[src/rtl/vram_arbiter_pkg.sv]
// Shared tag and CPU-state encodings for the VRAM arbiter.
// Imported by the arbiter top and its read-tag pipe.
package vram_arbiter_pkg;

   typedef enum logic [1:0] {
      TAG_NONE = 2'd0,
      TAG_CPU  = 2'd1,
      TAG_VGA  = 2'd2
   } tag_e;

   typedef enum logic [1:0] {
      C_IDLE = 2'd0,
      C_PEND = 2'd1,
      C_ACK  = 2'd2
   } cstate_e;

endpackage

[src/rtl/vram_arbiter_rd_tag_pipe.sv]
// Shift register carrying the owner tag of each issued RAM read.
// Its output lines up with the cycle that read data appears on ram_dout.
module rd_tag_pipe
   import vram_arbiter_pkg::*;
#(
   parameter int DEPTH = 2
) (
   input  logic clk,
   input  logic rst,
   input  tag_e i_tag,
   output tag_e o_tag_out,
   output tag_e o_tag_pre
);

   tag_e r_tags [DEPTH];

   always_ff @(posedge clk or posedge rst) begin
      if (rst) begin
         for (int i = 0; i < DEPTH; i++) begin
            r_tags[i] <= TAG_NONE;
         end
      end else begin
         r_tags[0] <= i_tag;
         for (int i = 1; i < DEPTH; i++) begin
            r_tags[i] <= r_tags[i-1];
         end
      end
   end

   assign o_tag_out = r_tags[DEPTH-1];
   // One stage early, so the CPU FSM can be in C_ACK when data lands
   assign o_tag_pre = r_tags[DEPTH-2];

endmodule

[src/rtl/vram_arbiter.sv]
// Single-port VRAM arbiter between the CPU bus port and the VGA fetcher.
// VGA has priority, bounded by a streak limit so a waiting CPU always progresses.
module vram_arbiter
   import vram_arbiter_pkg::*;
#(
   parameter int ADDR_W     = 10,
   parameter int DATA_W     = 32,
   parameter int READ_LAT   = 1,
   parameter int MAX_STREAK = 4
) (
   input  logic              clk,
   input  logic              rst,
   input  logic              cpu_req,
   input  logic              cpu_we,
   input  logic [ADDR_W-1:0] cpu_addr,
   input  logic [DATA_W-1:0] cpu_wdata,
   output logic              cpu_ack,
   output logic [DATA_W-1:0] cpu_rdata,
   input  logic              vga_req,
   input  logic [ADDR_W-1:0] vga_addr,
   output logic              vga_gnt,
   output logic              vga_rvalid,
   output logic [DATA_W-1:0] vga_rdata,
   output logic [ADDR_W-1:0] ram_addr,
   output logic              ram_we,
   output logic [DATA_W-1:0] ram_din,
   input  logic [DATA_W-1:0] ram_dout
);

   localparam int SW = $clog2(MAX_STREAK + 1);
   localparam logic [SW-1:0] MAX_S = SW'(MAX_STREAK);

   cstate_e           r_state;
   cstate_e           w_state_nx;
   logic [SW-1:0]     r_streak;
   logic [ADDR_W-1:0] r_ram_addr;
   logic              r_ram_we;
   logic [DATA_W-1:0] r_ram_din;
   logic [DATA_W-1:0] r_cpu_rdata;

   logic w_cpu_ok;
   logic w_vga_gnt;
   logic w_cpu_gnt;
   logic w_cpu_hit;
   tag_e w_tag_in;
   tag_e w_tag_out;
   tag_e w_tag_pre;

   assign w_cpu_ok  = cpu_req & (r_state == C_IDLE);
   assign w_vga_gnt = ~rst & vga_req & (~w_cpu_ok | (r_streak < MAX_S));
   assign w_cpu_gnt = ~rst & w_cpu_ok & ~w_vga_gnt;

   always_comb begin
      w_tag_in = TAG_NONE;
      if (w_vga_gnt) begin
         w_tag_in = TAG_VGA;
      end else if (w_cpu_gnt & ~cpu_we) begin
         w_tag_in = TAG_CPU;
      end
   end

   rd_tag_pipe #(
      .DEPTH(READ_LAT + 1)
   ) u_tags (
      .clk      (clk),
      .rst      (rst),
      .i_tag    (w_tag_in),
      .o_tag_out(w_tag_out),
      .o_tag_pre(w_tag_pre)
   );

   always_ff @(posedge clk or posedge rst) begin
      if (rst) begin
         r_streak <= '0;
      end else if (~w_cpu_ok | w_cpu_gnt) begin
         r_streak <= '0;
      end else if (w_vga_gnt && (r_streak < MAX_S)) begin
         r_streak <= r_streak + 1'b1;
      end
   end

   always_ff @(posedge clk or posedge rst) begin
      if (rst) begin
         r_ram_addr <= '0;
         r_ram_we   <= 1'b0;
         r_ram_din  <= '0;
      end else begin
         r_ram_we <= w_cpu_gnt & cpu_we;
         if (w_vga_gnt) begin
            r_ram_addr <= vga_addr;
         end else if (w_cpu_gnt) begin
            r_ram_addr <= cpu_addr;
            if (cpu_we) begin
               r_ram_din <= cpu_wdata;
            end
         end
      end
   end

   always_ff @(posedge clk or posedge rst) begin
      if (rst) begin
         r_state <= C_IDLE;
      end else begin
         r_state <= w_state_nx;
      end
   end

   always_comb begin
      w_state_nx = r_state;
      unique case (r_state)
         C_IDLE: begin
            if (w_cpu_gnt) begin
               w_state_nx = cpu_we ? C_ACK : C_PEND;
            end
         end
         C_PEND: begin
            if (w_tag_pre == TAG_CPU) begin
               w_state_nx = C_ACK;
            end
         end
         C_ACK:   w_state_nx = C_IDLE;
         default: w_state_nx = C_IDLE;
      endcase
   end

   assign w_cpu_hit = (w_tag_out == TAG_CPU);

   always_ff @(posedge clk or posedge rst) begin
      if (rst) begin
         r_cpu_rdata <= '0;
      end else if (w_cpu_hit) begin
         r_cpu_rdata <= ram_dout;
      end
   end

   // Bypass in the ack cycle; the register holds it until the next read ack
   assign cpu_rdata  = w_cpu_hit ? ram_dout : r_cpu_rdata;
   assign cpu_ack    = (r_state == C_ACK);
   assign vga_gnt    = w_vga_gnt;
   assign vga_rvalid = (w_tag_out == TAG_VGA);
   assign vga_rdata  = ram_dout;
   assign ram_addr   = r_ram_addr;
   assign ram_we     = r_ram_we;
   assign ram_din    = r_ram_din;

endmodule

[config.mk]
export PLATFORM = sky130hd
export DESIGN_NAME = vram_arbiter
export DESIGN_NICKNAME = d
export VERILOG_FILES = /design/src/rtl/vram_arbiter_pkg.sv /design/src/rtl/vram_arbiter_rd_tag_pipe.sv /design/src/rtl/vram_arbiter.sv
export SDC_FILE = /design/constraint.sdc
export NUM_CORES = 1
export LEC_CHECK = 0
export CAP_MARGIN = 15
export CORE_MARGIN = 2
export CORE_UTILIZATION = 42
export CTS_CLUSTER_DIAMETER = 100
export CTS_CLUSTER_SIZE = 14
export DETAILED_ROUTE_END_ITERATION = 6
export PLACE_DENSITY = 0.95
export SLEW_MARGIN = 20
export SYNTH_ARGS = -nofsm -noshare
export SYNTH_HDL_FRONTEND = slang
export SYNTH_SLANG_ARGS = --single-unit
[constraint.sdc]
create_clock -name clk -period 4.8 [get_ports clk]
set_input_delay 0.96 -clock clk [delete_from_list [all_inputs] [get_ports clk]]
set_output_delay 0.96 -clock clk [all_outputs]
set_load 0.1 [all_outputs]
==> results_dict.tcl <==
set metrics [dict create \
    synth_top_area_share_pct 59.1 \
    worstPathMaxFanout 2 \
    hold_class "reg -> reg" \
    synth.area.top_cells "dfrtp_1, mux2_2, buf_4, a31oi_1, nand3_1" \
    worstSetupPathType "in -> out" \
    startpoint "ram_dout[8]" \
    cts_inserted_buffers 9 \
    cp_num_buf_inv 2 \
    path_cells "clkdlybuf4s50_1, clkdlybuf4s50_1" \
    cts_tree "built" \
    clock-sinks 84 \
    drc_errors 0 \
    stdcell_count 544 \
    synth_edf_count 0 \
    clk_path_buf_depth 2 \
    cts.clk_slew.worst_paths_ns 0.07 \
    chipHeight_um 96.0 \
    via_count 2673 \
    critPathLaunchType "primary input" \
    first_iter_violations 68 \
    worst_pin_slew_ns 0.997 \
    netlist_instances 268 \
    die_area_um2 9220 \
    synth.largest_area_cell "dfrtp_1" \
    crit_cells 2 \
    n_antenna_cell 0 \
    finalMaxSlewViolations 0 \
    wl_mm 8.91 \
    ant_nets 0 \
    grt_pass1_wl_mm 13.3 \
    required_ns 3.84 \
    status "complete, no violations" \
    reg2reg_to "ram_din[22]" \
    max-slew-margin-rel_pct 33.3 \
    cpLargestDelayFamily "buffers and inverters" \
    synth_nets 358 \
    fin_nets 525 \
    finalHoldViolCount 0 \
    timing.critical_path.mode_cell "clkdlybuf4s50_1" \
    fp-row-count 33 \
    whs_ns 0.394 \
    synth-async-reset-ratio_pct 100 \
    dp_hpwl_mm 6.77 \
    endpoint "vga_rdata[8]" \
    cts_resized 0 \
    placed_cell_area_um2 5310 \
    final.setup_skew_ns 0.0119 \
    layout-drive-gt1-share_pct 30.1 \
    fmax_mhz 280 \
    cts_root_buf "clkbuf_8" \
    start_util_pct 43.3 \
    worst_path_max_delay_cell "clkdlybuf4s50_1" \
    r2r_cells 4 \
    grt_max_degree 86 \
    ys.flop_type "dfrtp_1" \
    synthesis.area_um2 3560 \
    first_pass_iters 4 \
    reg2reg_slack_ns 2.84 \
    antenna_found_initial 0 \
    avgViaCountPerCell 4.91 \
    period_needed_ns 3.58 \
    arrival_ns 2.62 \
    r2r-start "r_state[0]" \
    dp_cells 529 \
    hold_buffers 0 \
    die_x_um 96.0 \
    insertion_delay_ns 0.34 \
    setup_viol 0 \
    ys_ff_latch 84 \
    yosysWarnings 0 \
    drv_cap 0 \
    grt_overflow 0 \
    end_kind "output port" \
    design_area_um2 5500 \
    slowest_delay_ns 1.16 \
    min_period_over_period_pct 74.5 \
    core_area_um2 8220 \
    routedWlPerCell_um 16.4 \
    gp_congestion 0.773 \
    yosysSeqAreaShare_pct 59.1 \
    setup_tns_ns 0 \
    syn_avg_cell_area_um2 13.3 \
    num_io_pins 199 \
    portBuffers 198 \
    post_cts_buffers 0 \
    synthToLayoutAreaGrowth_pct 54.6 \
    grt_pass1_vias 2735 \
    grt_use_total_pct 18.9 \
    htree_levels 3 \
    rsz0062_at_grt "false" \
    ys_types 30 \
]
==> layer usage <==
metal  share of wire [%]  track usage, %  vias up
met5                   0               0        -
met4                0.19            3.69        0
met3                 8.8            5.79        4
met2                  53            35.6      140
met1                  38            20.8     1287
li1                    -               -     1242
==> worst min-delay path by stage <==
stage,depth (start not counted),startpoint,endpoint,slack (ns)
after floorplan,0,u_tags.o_tag_pre[1],u_tags.o_tag_out[1],0.36
after global placement,0,u_tags.o_tag_pre[1],u_tags.o_tag_out[1],0.37
after detailed placement,0,u_tags.o_tag_pre[1],u_tags.o_tag_out[1],0.38
after CTS,0,u_tags.o_tag_pre[1],u_tags.o_tag_out[1],0.40
after global routing,0,u_tags.o_tag_pre[1],u_tags.o_tag_out[1],0.41
final,0,u_tags.o_tag_pre[1],u_tags.o_tag_out[1],0.39
==> area by class of cell <==
class,count,area [um2]
timing repair buffer,202,1910
clock buffer,10,138
multi-input combinational,134,1150
tap,105,131
clock inverter,5,52.6
sequential,84,2100
fill,577,2720
inverter,4,16.3
==> through the flow <==
step	utilization, %	worst slack (ns)
6_report	67.0	1.22
5_1_grt	67.0	1.19
4_1_cts	66.9	1.22
3_5_place_dp	64.6	1.23
3_3_place_gp	64.6	1.26
2_1_floorplan	-	0.823
==> placed cells by master (no fill, tap or decap), drive strengths merged, types with 2 or more instances in the layout <==
master and instances:
inv 3, dfrtp 84, a31oi 10, clkinv 4, clkdlybuf4s50 157, nand3 11
clkbuf 10, o21ai 11, a21oi 4, nor2 3, buf 45, nand2 2
nand2b 2, mux2 64, nor2b 4, nor3 10, nand3b 2
==> cell usage after synthesis, drive strengths merged, types with 3 or more instances <==
cell	instances
dfrtp	84
mux2	64
buf	40
nand3	11
o21ai	11
a31oi	10
nor3	10
clkbuf	6
a21oi	4
inv	4
nor2b	4
nor2	3
==> state kept, by name (all words and copies together) (netlist names) <==
name and count:
r_state 2, r_cpu_rdata 32, ram_we 1, u_tags.o_tag_out 2
ram_addr 10, u_tags.o_tag_pre 2, ram_din 32, r_streak 3
==> logic make-up after synthesis <==
kind of cell	share of synthesized area, %
flip-flops	59.1
multiplexers	20.3
buffers and inverters	8.90
AND/OR/NAND/NOR	7.35
AO/OA/AOI/OAI	4.08
adder cells (fa/ha/maj)	0.352
Power is left out: the tool's default activity adds up to more than one toggle a clock period on the data nets, which glitch-free logic cannot reach.
